$ cat src/rtl/serial_word_queue_pkg.sv
// Shared types and width helpers for the serial word queue.
// Holds the deserializer state enum and the pointer/count width functions.
package serial_word_queue_pkg;

  typedef enum logic {
    RECEIVE = 1'b0,
    HOLD    = 1'b1
  } des_state_t;

  // Pointer width for a power-of-two depth.
  function automatic int ptr_w(input int depth);
    return (depth > 1) ? $clog2(depth) : 1;
  endfunction

  // Width able to hold an occupancy of 0..depth.
  function automatic int cnt_w(input int depth);
    return $clog2(depth + 1);
  endfunction

  // Width of a free-running divider counter.
  function automatic int div_w(input int div);
    return (div > 1) ? $clog2(div) : 1;
  endfunction

endpackage

$ cat src/rtl/serial_word_queue_tick.sv
// Single-cycle tick enable every DIV clocks.
// Ports: clock1M, reset (sync, active-high), tick.
module tick_gen
  import serial_word_queue_pkg::*;
#(
  parameter int DIV = 10
) (
  input  logic clock1M,
  input  logic reset,
  output logic tick
);

  localparam int CW = div_w(DIV);

  logic [CW-1:0] count;

  // With DIV == 1 the counter sits at 0, so tick stays high.
  assign tick = (count == CW'(DIV - 1));

  always_ff @(posedge clock1M) begin
    if (reset || tick) begin
      count <= '0;
    end else begin
      count <= count + 1'b1;
    end
  end

endmodule

$ cat src/rtl/serial_word_queue.sv
// Serial-in deserializer feeding a DEPTH-entry word FIFO with backpressure.
// Ports: clock1M, reset, data_in/write_in in; dequeue_in pop; data_out,
// data_valid, status_out, len_out, full_out, empty_out, overflow_out out.
module serial_word_queue
  import serial_word_queue_pkg::*;
#(
  parameter int DATA_W   = 8,
  parameter int DEPTH    = 8,
  parameter int DES_DIV  = 10,
  parameter int FIFO_DIV = 100
) (
  input  logic                       clock1M,
  input  logic                       reset,
  input  logic                       data_in,
  input  logic                       write_in,
  input  logic                       dequeue_in,
  output logic [DATA_W-1:0]          data_out,
  output logic                       data_valid,
  output logic                       status_out,
  output logic [$clog2(DEPTH+1)-1:0] len_out,
  output logic                       full_out,
  output logic                       empty_out,
  output logic                       overflow_out
);

  localparam int PTR_W = ptr_w(DEPTH);
  localparam int CNT_W = cnt_w(DEPTH);
  localparam int BC_W  = $clog2(DATA_W);

  logic des_tick;
  logic fifo_tick;

  tick_gen #(.DIV(DES_DIV)) u_des_tick (
    .clock1M (clock1M),
    .reset   (reset),
    .tick    (des_tick)
  );

  tick_gen #(.DIV(FIFO_DIV)) u_fifo_tick (
    .clock1M (clock1M),
    .reset   (reset),
    .tick    (fifo_tick)
  );

  des_state_t        state, state_d;
  logic [DATA_W-1:0] shreg, shreg_d;
  logic [BC_W-1:0]   bit_cnt, bit_cnt_d;

  logic [DATA_W-1:0] mem [DEPTH];
  logic [PTR_W-1:0]  wr_ptr;
  logic [PTR_W-1:0]  rd_ptr;

  logic push;
  logic pop;
  logic ovf_set;

  assign full_out   = (len_out == CNT_W'(DEPTH));
  assign empty_out  = (len_out == '0);
  assign status_out = (state == RECEIVE);

  always_comb begin
    state_d   = state;
    shreg_d   = shreg;
    bit_cnt_d = bit_cnt;
    pop       = fifo_tick && dequeue_in && !empty_out;
    // A held word may enter a full FIFO when a pop frees the slot.
    push      = fifo_tick && (state == HOLD) && (!full_out || pop);
    ovf_set   = des_tick && write_in && (state == HOLD);
    unique case (state)
      RECEIVE: begin
        if (des_tick && write_in) begin
          shreg_d = {shreg[DATA_W-2:0], data_in};
          if (bit_cnt == BC_W'(DATA_W - 1)) begin
            bit_cnt_d = '0;
            state_d   = HOLD;
          end else begin
            bit_cnt_d = bit_cnt + 1'b1;
          end
        end
      end
      HOLD: begin
        if (push) begin
          state_d = RECEIVE;
        end
      end
    endcase
  end

  always_ff @(posedge clock1M) begin
    if (reset) begin
      state        <= RECEIVE;
      shreg        <= '0;
      bit_cnt      <= '0;
      overflow_out <= 1'b0;
    end else begin
      state   <= state_d;
      shreg   <= shreg_d;
      bit_cnt <= bit_cnt_d;
      if (ovf_set) begin
        overflow_out <= 1'b1;
      end
    end
  end

  always_ff @(posedge clock1M) begin
    if (push) begin
      mem[wr_ptr] <= shreg;
    end
  end

  always_ff @(posedge clock1M) begin
    if (reset) begin
      wr_ptr     <= '0;
      rd_ptr     <= '0;
      len_out    <= '0;
      data_out   <= '0;
      data_valid <= 1'b0;
    end else begin
      data_valid <= pop;
      if (pop) begin
        data_out <= mem[rd_ptr];
        rd_ptr   <= rd_ptr + 1'b1;
      end
      if (push) begin
        wr_ptr <= wr_ptr + 1'b1;
      end
      unique case (1'b1)
        (push && !pop): len_out <= len_out + 1'b1;
        (pop && !push): len_out <= len_out - 1'b1;
        default:        len_out <= len_out;
      endcase
    end
  end

endmodule
$ cat config.mk
export PLATFORM = sky130hd
export DESIGN_NAME = serial_word_queue
export DESIGN_NICKNAME = d
export VERILOG_FILES = /design/src/rtl/serial_word_queue_pkg.sv /design/src/rtl/serial_word_queue_tick.sv /design/src/rtl/serial_word_queue.sv
export SDC_FILE = /design/constraint.sdc
export NUM_CORES = 1
export LEC_CHECK = 0
export CAP_MARGIN = 30
export CORE_MARGIN = 10
export CORE_UTILIZATION = 50
export CTS_CLUSTER_SIZE = 10
export DETAILED_ROUTE_END_ITERATION = 6
export PLACE_DENSITY = 0.77
export SLEW_MARGIN = 15
export SYNTH_ARGS = -nofsm -noshare
export SYNTH_HDL_FRONTEND = slang
export SYNTH_SLANG_ARGS = --single-unit
export TNS_END_PERCENT = 30
$ cat constraint.sdc
create_clock -name clock1M -period 3.2 [get_ports clock1M]
set_input_delay 0.32 -clock clock1M [delete_from_list [all_inputs] [get_ports clock1M]]
set_output_delay 0.32 -clock clock1M [all_outputs]
set_load 0.02 [all_outputs]
==> summary.md, run 1 <==
The floorplan step defined a core boundary enclosing 8340 um^2. The insertion delay of the later-clocked pin in the worst-skew pair was 0.36 ns; the detailed-router iteration count before antenna repair was 4. The clock slew seen by the registers of the worst setup and hold paths is 0.10 ns, and the mean instance size in the synthesized netlist is 14.4 um^2. Startpoint kind of the worst setup timing path: a flip-flop. The global placement routability congestion is 0.819. The areal power density over the cells was 465 nW/um^2; the area growth from synthesis to layout was 13.1%. The die area was 12800 um^2.

The number of antenna violations at the first check in global routing came out at 0. TritonCTS built the clock tree. The net count after synthesis is 317. The async set-reset flop share out of synthesis came out at 0%. The nature of the critical path endpoint is a flip-flop. The via count of the first global-routing pass is 2371. The depth of the worst hold-timing path is 1, and the final cell utilization of the core is 59.0%. The clock arrives with 0.0169 ns of skew. The repair_antennas step left the layout with diodes totalling 0. For the sum of negative setup slack, the log shows 0 ns.

The run finished with clean final reports. For the post-synthesis instance area, the log shows 4350 um^2. The kind of cell with the highest combined delay on the critical path is simple AND/OR/NAND/NOR gates. Clock tree synthesis inserted a total of 9 buffers. The final global-route overflow total came out at 0. The first global-routing pass estimated 12300 um of wire. In the post-synthesis netlist, the biggest area contributors are sky130_fd_sc_hd__edfxtp_1, sky130_fd_sc_hd__dfxtp_1, sky130_fd_sc_hd__mux4_2, sky130_fd_sc_hd__mux2i_1, sky130_fd_sc_hd__nor2_1. After the last flow step, the layout net total stands at 350. By count the netlist is led by sky130_fd_sc_hd__edfxtp_1, sky130_fd_sc_hd__dfxtp_1, sky130_fd_sc_hd__nor2_1. For the worst setup path, the data arrival time is 3.03 ns.

The fraction of post-synthesis cell area in the top cell type by area was 44.2%. For the count of cell types in the netlist, the log shows 44. The number of cells on the worst reg-to-reg path is 10.

After detailed routing, the number of remaining DRC violations is 0. On the worst path, the slowest cell contributes a delay of 0.56 ns. In this run the horizontal extent of the chip is 113 um. The share of synthesized area occupied by flip-flops and latches was 64.0%; the number of synthesized flops with an enable pin was 64. Input and output buffers added on the ports amount to 21. 22 I/O pins were placed. For this design, the slowest cell found on the critical path is sky130_fd_sc_hd__or4_4. The antenna violation net count after detailed routing was 0; the post-CTS setup buffer count was 0. In this run the deepest clock path goes through 2 buffers.

The slew at the pin with the worst max-slew slack is 0.642 ns. Among all cell types in the netlist, the one instantiated most often is sky130_fd_sc_hd__edfxtp_1. Data on the critical path is required at its endpoint by 3.49 ns.

In the finished design, the share of the clock period the worst path needs comes to 85.8%. The tools report the number of clock sinks seen by CTS as 107. Relative max-transition margin: 57.1%. The biggest fanout along the worst timing path works out to 20. After detailed routing, the total wire length is 7350 um.

The run gives 0 as the final count of pins violating max slew. The maximum ir drop on the vdd rail is 0.196 mV, and the initial standard-cell utilization of the core is 52.2%. The routed layout has 2420 vias. Global routing used 12.0% of the available tracks. Post-cts hold buffer count: 0.

The post-synthesis sequential element count was 107. Max-cap violations in this run came to 0. In the final layout, the share of cells above drive strength 1 is 17.6%.

The combined buffer and inverter count along the critical path came out at 1. For this design the static power due to leakage is 1.63 nW. The worst register-to-register path has a setup slack of 0.46 ns. After clock tree synthesis, the repair step resized 0 gates.

The worst hold path begins at u_fifo_tick.count[0]$_SDFF_PP0_. The number of standard cells after synthesis came out at 302. Setup repair after global routing left no endpoint under its margin.

The number of failing setup endpoints in the final timing report was 0; the total number of yosys warnings was 0. The number of design-rule violations left by the first detailed-router iteration was 162. In this run the critical register-to-register path is launched from len_out[0]$_SDFFE_PP0P_.

The height of the die was 113 um. For the total placed cells including tap cells, the log shows 429. The floorplan has 33 rows. The synthesized design spends more area on one cell type than any other, namely sky130_fd_sc_hd__edfxtp_1. The HPWL after detailed placement is 5050 um. The path with the worst hold slack has its endpoint at u_fifo_tick.count[0]$_SDFF_PP0_. The routed via count divided by cell count came out at 5.44. Walking the worst path, the cells encountered are or4_4, and4_4, nand2_1, inv_1, ha_1, a21o_2, a21oi_1, nand2_1, a211o_1, a21oi_1. Entering global routing, the biggest net connects 43 pins.

In this run the critical register-to-register path is captured at len_out[3]$_SDFFE_PP0P_. The run gives 445 as the count of placed standard cells in the final layout, fillers left out. The root buffer cell is sky130_fd_sc_hd__clkbuf_8. Among all flip-flop cells after synthesis, the most frequent one is sky130_fd_sc_hd__edfxtp_1.

Based on the critical path, the design can be clocked at up to 364 MHz. In this run the worst hold path is classified as reg2reg. The shortest period the worst path allows was 2.74 ns; the maximum level of the CTS H-tree was 3. Kind of critical path: reg2reg. The final hold violation count is 0, and the average detailed-routed wire length per instance is 16.5 um.
cell families (layout without fill, tap and decap cells):
group / after synthesis / after routing / synth area share (%)
fa+ha+maj: 10 / 10 / 3.05
buf+inv: 24 / 62 / 2.90
mux: 37 / 37 / 13.1
flops: 107 / 107 / 64.0
simple gates: 85 / 85 / 9.58
xor+xnor: 12 / 12 / 2.42
compound gates: 27 / 27 / 4.95
cells in the final DEF, fill, tap and decap left out, types with 2 or more instances in the layout:
master                             n
sky130_fd_sc_hd__edfxtp_1         64
sky130_fd_sc_hd__dfxtp_1          43
sky130_fd_sc_hd__nor2_1           42
sky130_fd_sc_hd__clkdlybuf4s50_1  21
sky130_fd_sc_hd__mux2i_1          20
sky130_fd_sc_hd__mux4_2           16
sky130_fd_sc_hd__buf_4            16
sky130_fd_sc_hd__nand2_1          12
sky130_fd_sc_hd__clkbuf_8         10
sky130_fd_sc_hd__inv_1             9
sky130_fd_sc_hd__nor3_1            9
sky130_fd_sc_hd__ha_1              9
sky130_fd_sc_hd__a211oi_1          8
sky130_fd_sc_hd__xnor2_1           8
sky130_fd_sc_hd__a21oi_1           5
sky130_fd_sc_hd__nand3_1           4
sky130_fd_sc_hd__xor2_1            4
sky130_fd_sc_hd__nand2b_1          3
sky130_fd_sc_hd__o21ai_0           3
sky130_fd_sc_hd__inv_6             3
sky130_fd_sc_hd__and2_1            2
sky130_fd_sc_hd__nor2b_1           2
sky130_fd_sc_hd__nand3b_1          2
sky130_fd_sc_hd__a22oi_1           2
state kept, by name (all words and copies together), names as in the netlist:
name	flops
u_fifo_tick.count	7
overflow_out	1
rd_ptr	3
len_out	4
mem	64
bit_cnt	3
shreg	8
data_valid	1
state	1
data_out	8
u_des_tick.count	4
wr_ptr	3
through the flow:
step	hold WS (ns)	setup slack (ns)	area, um^2	power (mW)
6_report	0.462	0.456	4920	2.29
5_1_grt	0.494	0.288	4920	2.36
2_1_floorplan	0.422	0.547	4350	1.51
3_5_place_dp	0.446	0.465	4720	1.52
4_1_cts	0.464	0.458	4920	2.31
3_3_place_gp	0.431	0.575	4720	1.52
worst reg2reg max path, cell delays in order, from the launching register on:
cell and delay (ns):
sky130_fd_sc_hd__dfxtp_1 0.39, sky130_fd_sc_hd__or4_4 0.56, sky130_fd_sc_hd__and4_4 0.27, sky130_fd_sc_hd__nand2_1 0.12
sky130_fd_sc_hd__inv_1 0.07, sky130_fd_sc_hd__ha_1 0.28, sky130_fd_sc_hd__a21o_2 0.22, sky130_fd_sc_hd__a21oi_1 0.24
sky130_fd_sc_hd__nand2_1 0.10, sky130_fd_sc_hd__a211o_1 0.30, sky130_fd_sc_hd__a21oi_1 0.14
worst max-delay path by stage:
stage	to	slack [ns]	from	cells after the start
floorplan	len_out[3]$_SDFFE_PP0P_	0.55	len_out[0]$_SDFFE_PP0P_	11
global placement	len_out[3]$_SDFFE_PP0P_	0.57	len_out[0]$_SDFFE_PP0P_	10
detailed placement	len_out[3]$_SDFFE_PP0P_	0.47	len_out[0]$_SDFFE_PP0P_	10
CTS	len_out[3]$_SDFFE_PP0P_	0.46	len_out[0]$_SDFFE_PP0P_	10
global route	len_out[3]$_SDFFE_PP0P_	0.29	len_out[0]$_SDFFE_PP0P_	10
finish	len_out[3]$_SDFFE_PP0P_	0.46	len_out[0]$_SDFFE_PP0P_	10
layer usage:
metal | share of wire, % | track usage [%] | up-vias
li1 | - | - | 1176
met5 | 0 | 0 | -
met3 | 4.3 | 3.22 | 8
met2 | 49 | 19.3 | 45
met4 | 1.0 | 4.31 | 0
met1 | 46 | 15.2 | 1191
report_power, final:
group | switching, mW | internal (mW) | leakage (nW)
clock | 0.473 | 0.327 | 0.103
sequential | 0.00523 | 1.45 | 0.941
combinational | 0.0186 | 0.0153 | 0.583
total | 0.497 | 1.79 | 1.63
cell type report:
type	instances	area, um^2
well taps	105	131
multi-input cells	171	1440
fillers	646	3420
flip-flops and latches	107	2780
clock inverters	6	62.6
repair buffers	37	330
clock buffers	10	138
inverters	9	33.8
Note: power is estimated with default switching activity, not from simulation.
==> inputs of run 2 (changes only) <==
- CELL_PAD_IN_SITES_DETAIL_PLACEMENT: unset -> 0
- CELL_PAD_IN_SITES_GLOBAL_PLACEMENT: unset -> 1
- PLACE_DENSITY: 0.77 -> 0.88
==> summary.md, run 2 (synthesis results as in run 1) <==
The final hold violation count is 0, and the clock slew seen by the registers of the worst setup and hold paths is 0.10 ns. At the end of routability-driven placement, the weighted congestion stood at 0.844. The tools report the DRC violation count after routing as 0. The biggest fanout along the worst timing path works out to 8. Summing over every cut layer, the via total after detailed routing is 2427. Global routing used 11.7% of the available tracks. For the internal portion of total power, the log shows 1.76 mW. The worst setup path is captured at a flip-flop.

For the global-route wire length before repair, the log shows 11900 um. Summed over all nets, the switching power comes to 0.494 mW. The placement-stage cell area was 4690 um^2. For the flip-flop and latch area, the log shows 2780 um^2.

The final count of pins violating max slew was 0. The number of design-rule violations left by the first detailed-router iteration was 218; the number of clock sinks seen by CTS was 107. The tightest min-delay check is of the reg2reg type. The repair_antennas step left the layout with diodes totalling 0.

The finished cells cover 4870 um^2. CTS placed an instance of sky130_fd_sc_hd__clkbuf_8 at the clock tree root. Of the cells placed in the final design, the portion with a size suffix greater than 1 is 16.4%.

No sink is reached through more buffers than the 2 on the longest clock path. Insertion delay of the later-clocked pin in the worst-skew pair: 0.37 ns. For the antenna violation net count after detailed routing, the log shows 0. The multi-input combinational cells in the finished layout cover a total of 1440 um^2.

The final layout contains 346 nets. In this run, post-CTS repair resized a total of 0 instances. More flip-flops sit in one register than any other, and that register is mem. The critical path is of the reg2reg type. In this run the standard cell core region covers 8340 um^2.

The switching share of power is 21.9%. The run gives 2.94 ns as the signal arrival time at the worst endpoint. The count of buffers added on input and output ports is 21.

Dividing the detail-routed wire length by the instance count gives 16.6 um. The top cell types in the final layout, fill and taps aside, are sky130_fd_sc_hd__edfxtp_1, sky130_fd_sc_hd__dfxtp_1, sky130_fd_sc_hd__nor2_1. The logs give 0 for the post-CTS setup buffer count and 0 for the max-capacitance violation count. In this run the horizontal extent of the chip is 113 um. The flow ran to the end, and the final reports show no timing, DRC or antenna violations. Dividing the final minimum period by the clock period gives 82.6%. The portion of total power attributed to combinational logic is 1.4%. Using the TritonRoute via totals, the vias-per-cell ratio works out to 5.50.

Setup total negative slack on the finished layout was measured at 0 ns. The logs give 2252 for the via count of the first global-routing pass and 44.3% for the relative max-transition margin. Once detailed placement completed, the half-perimeter wirelength came to 4830 um. The tools report the proportion of power drawn by flip-flops and latches as 64.5%. For this design the static power due to leakage is 1.59 nW. Fill cells in the final layout number 651.

Maximum level of the CTS H-tree: 3. Pin placement for this block handled 22 I/O pins. The areal power density over the cells works out to 462 nW/um^2. The die area was 12800 um^2; the depth of the worst hold-timing path was 1. Summed over all layers, the global routing overflow is 0.

The library cell used most frequently in the layout, excluding fill and tap cells, is sky130_fd_sc_hd__edfxtp_1. The pin count of the biggest net entering global routing came out at 43. Shortest period the worst path allows: 2.64 ns. The area growth from synthesis to layout was 12.0%. Setup repair after global routing left no endpoint under its margin.

For the worst flop-to-flop path, the logic depth is 10. The number of antenna violations at the first check in global routing is 0. The number of failing setup endpoints in the final timing report is 0, and the highest clock frequency the design can meet is 378 MHz. Buffers inserted to repair hold after CTS numbered 0. The startpoint kind of the worst setup timing path was a flip-flop.

VDD sags by at most 0.240 mV. Total wire length: 7330 um. For this configuration, the core starts out at a cell density of 52.2%.

The die is 113 um tall. Clock tree synthesis inserted a total of 9 buffers. The slew at the pin with the worst max-slew slack came out at 0.834 ns. At the worst endpoint, the required time is 3.49 ns. TritonCTS built the clock tree.

The largest registers in the layout are mem: 64 flops, data_out: 8 flops, shreg: 8 flops. The clock network is responsible for 34.1% of the overall power. Row generation in the floorplan step produced 33 rows.

The detailed-router iteration count before antenna repair was 4. The register with the most flip-flops in the layout has 64 of them. Across the routed clock network, the largest skew measured is 0.0131 ns.
## run 2: cell types whose count changed in the layout (fill, tap and decap cells not counted)
| cell | before | now |
|---|---|---|
| sky130_fd_sc_hd__clkinv_8 | 1 | 0 |
| sky130_fd_sc_hd__clkinvlp_4 | 0 | 1 |
| sky130_fd_sc_hd__buf_4 | 16 | 12 |
| sky130_fd_sc_hd__clkbuf_8 | 10 | 9 |
| sky130_fd_sc_hd__clkinv_1 | 0 | 1 |
## run 2: worst paths after layout
path | endpoint | slack (ns) | start
worst max-delay path | len_out[3]$_SDFFE_PP0P_ | 0.56 | len_out[0]$_SDFFE_PP0P_
worst min-delay path | u_fifo_tick.count[0]$_SDFF_PP0_ | 0.46 | u_fifo_tick.count[0]$_SDFF_PP0_
worst max register to register | len_out[3]$_SDFFE_PP0P_ | 0.56 | len_out[0]$_SDFFE_PP0P_
worst min register to register | u_fifo_tick.count[0]$_SDFF_PP0_ | 0.46 | u_fifo_tick.count[0]$_SDFF_PP0_
## run 2: per-layer routing
metal	vias to the layer above	GRT usage (%)	share of wire (%)
met5	-	0	0
met4	0	6.18	2.1
met3	10	2.11	4.3
met2	43	18.9	49
met1	1207	14.6	44
li1	1167	-	-
## run 2: power groups by stage
stage	clock network, mW	registers [mW]	logic (mW)
4_1_cts	0.780	1.45	0.0332
3_5_place_dp	0	1.48	0.0333
2_1_floorplan	0	1.48	0.0221
6_report	0.767	1.45	0.0324
5_1_grt	0.824	1.45	0.0366
3_3_place_gp	0	1.48	0.0324
## run 2: final cells by class
class	count	area share, %
multi-input cells	171	29.6
well taps	105	2.70
repair buffers	33	6.16
inverters	9	0.694
flip-flops and latches	107	57.1
clock inverters	7	1.18
clock buffers	9	2.54
## run 2: critical path: stages, from the launching register on
cell,delay [ns]
sky130_fd_sc_hd__dfxtp_1,0.40
sky130_fd_sc_hd__or4_4,0.58
sky130_fd_sc_hd__and4_4,0.19
sky130_fd_sc_hd__nand2_1,0.09
sky130_fd_sc_hd__inv_1,0.07
sky130_fd_sc_hd__ha_1,0.27
sky130_fd_sc_hd__a21o_2,0.21
sky130_fd_sc_hd__a21oi_1,0.27
sky130_fd_sc_hd__nand2_1,0.08
sky130_fd_sc_hd__a211o_1,0.29
sky130_fd_sc_hd__a21oi_1,0.13
## run 2: metrics by stage
stage	worst slack (ns)	hold WS [ns]	power [mW]	util, %	std cells
6_report	0.557	0.462	2.25	58.4	441
5_1_grt	0.398	0.469	2.31	58.4	441
4_1_cts	0.570	0.460	2.27	58.4	441
3_5_place_dp	0.519	0.446	1.52	56.2	425
3_3_place_gp	0.619	0.433	1.52	56.2	425
2_1_floorplan	0.547	0.422	1.51	-	302
==> RTL change (flow settings as in run 1) <==
Change the parameter `DEPTH` from 8 to 16.
--- a/src/rtl/serial_word_queue.sv
+++ b/src/rtl/serial_word_queue.sv
@@ -6,5 +6,5 @@
 #(
   parameter int DATA_W   = 8,
-  parameter int DEPTH    = 8,
+  parameter int DEPTH    = 16,
   parameter int DES_DIV  = 10,
   parameter int FIFO_DIV = 100
Ports: changed (resized len_out); port bits go from 22 to 23. No check against the original RTL was run, so the function may have changed too.
==> RTL change against run 1 <==
- utilization is 1.1 points lower
- combinational power is 3% higher
- sequential cell count is 67 higher
- cell area is 63% higher
- worst setup slack better by 0.085 ns
- synthesized cell count is 55% higher
- count of clock-buffer cells in the layout is 9 higher
- total power is 90% higher
- area after synthesis is 62% higher
- routed wire length is 93% higher
- largest power group unchanged
- critical path type unchanged
==> RTL change: results <==
group,metric,value,unit
status,outcome,"complete, no violations",
synth,synth.top_cells.by_count,"edfxtp_1 (128), mux2i_1 (47), dfxtp_1 (46)",
setup_path,crit_arrival,3.03,ns
synth,synth_edf_count,128,
clocking,cts.htree.levels,4,
drt,viasPerCell,5.82,
synth,ys_seq_area_share,67.8,%
synth,ys_types,45,
timing,max_slew_margin,44.9,%
clocking,cts-root-buf,"clkbuf_16",
layout,layout.cells.non_filler,689,
clocking,path_clk_slew,0.06,ns
place,gp_congestion,0.806,
drt,avgRoutedWirePerCell,20.6,um
synth,synthMuxAreaShare,12.2,%
power,p_leak,0.00262,uW
clocking,post_cts_buffers,0,
synth,syn_inst,469,
timing,clock_skew,0.0100,ns
drt,firstDrtPassIters,5,
drt,met3_length,682,um
power,peakVddDrop,0.392,mV
layout,reg.largest.list,"mem: 128 flops, data_out: 8 flops, shreg: 8 flops",
layout,nFillCells,1011,
floorplan,core-area,13800,sq um
drt,wl_met2,7.18,mm
place,placed_cell_area,7460,sq um
global_route,grt_pass1_wl,22.5,mm
synth,synth_compound_area_share,7.35,%
clocking,cts_resized,0,
place,dp.cells,657,
global_route,grt_max_degree,24,
drt,top_layer,"met4",
layout,nets,515,
setup_path,cp_max_fo,9,
place,dp_hpwl,9.34,mm
global_route,grtUsageTotal,14.9,%
synth,yosys.area_share.adder,2.60,%
clocking,clock_latency,0.43,ns
drt,drt-initial-drc-count,470,
drt,met1Wirelength,5.91,mm
synth,synthTopCellsByArea,"edfxtp_1 (55%), dfxtp_1 (13%), mux2i_1 (6.7%), mux4_2 (5.1%), ha_1 (2.3%)",
layout,diodes,0,
clocking,clockBufferDepth,2,
layout,drive_gt1_share,12.6,%
synth,syn_nets,488,
global_route,grt_pass1_vias,4060,
place,portBuffers,22,
synth,synth_xor_area_share,0.996,%
clocking,numCtsBuffers,17,
RTL change: cell types whose count changed after synthesis, sizes merged, moves of 5 or more:
cell | before | now
nor2b | 2 | 9
edfxtp | 64 | 128
and3 | 1 | 14
o22ai | 0 | 16
o21ai | 3 | 14
nor2 | 43 | 32
nand3 | 4 | 9
clkbuf | 6 | 13
nor3 | 10 | 1
mux2i | 20 | 47
or3 | 0 | 6
a21oi | 5 | 28
RTL change: per-layer routing:
metal	up-vias	track usage [%]
li1	1869	-
met1	2007	18.2
met2	111	24.3
met3	23	3.53
met4	0	6.88
met5	-	0
RTL change: metrics by stage:
step / worst slack [ns] / total power [uW]
global placement: 0.615 / 2480
floorplan: 0.593 / 2470
finish: 0.540 / 4340
detailed placement: 0.571 / 2490
global route: 0.350 / 4450
CTS: 0.555 / 4360
RTL change: cell type report:
cell class | instances | area, sq um | share of cell area [%]
Tap cell | 180 | 225 | 2.81
Clock buffer | 19 | 433 | 5.40
Timing Repair Buffer | 31 | 300 | 3.75
Clock inverter | 13 | 116 | 1.45
Sequential cell | 174 | 4770 | 59.5
Multi-Input combinational cell | 264 | 2140 | 26.7
Inverter | 8 | 30.0 | 0.375
RTL change: worst paths after layout:
path,start,endpoint,slack (ns),cells after the start
min reg2reg,u_fifo_tick.count[0],u_fifo_tick.count[0],0.47,1
max reg2reg,len_out[0],len_out[4],0.54,7
min,u_fifo_tick.count[0],u_fifo_tick.count[0],0.47,1
max,len_out[0],len_out[4],0.54,7
RTL change: where the power goes:
| group | leakage [uW] | switching, uW | total, uW | internal (uW) |
|---|---|---|---|---|
| Combinational | 0.000832 | 20.4 | 34.9 | 14.5 |
| Sequential | 0.00154 | 7.44 | 2400 | 2390 |
| Clock | 0.000252 | 837 | 1910 | 1070 |
| Total | 0.00262 | 865 | 4340 | 3480 |
RTL change: logic make-up (layout without fill, tap and decap cells):
family,Yosys count,count (layout)
flops,174,174
simple gates,95,95
compound gates,82,82
mux,65,65
buf+inv,31,71
fa+ha+maj,14,14
xor+xnor,8,8
RTL change: worst max-delay path, cell delays in order (launching register included):
cell and delay (ns):
dfxtp_1 0.38, or4_4 0.62, o2111a_2 0.35, fa_1 0.41, a21o_1 0.20, a2111oi_0 0.41, mux2i_1 0.13, nand3_1 0.09
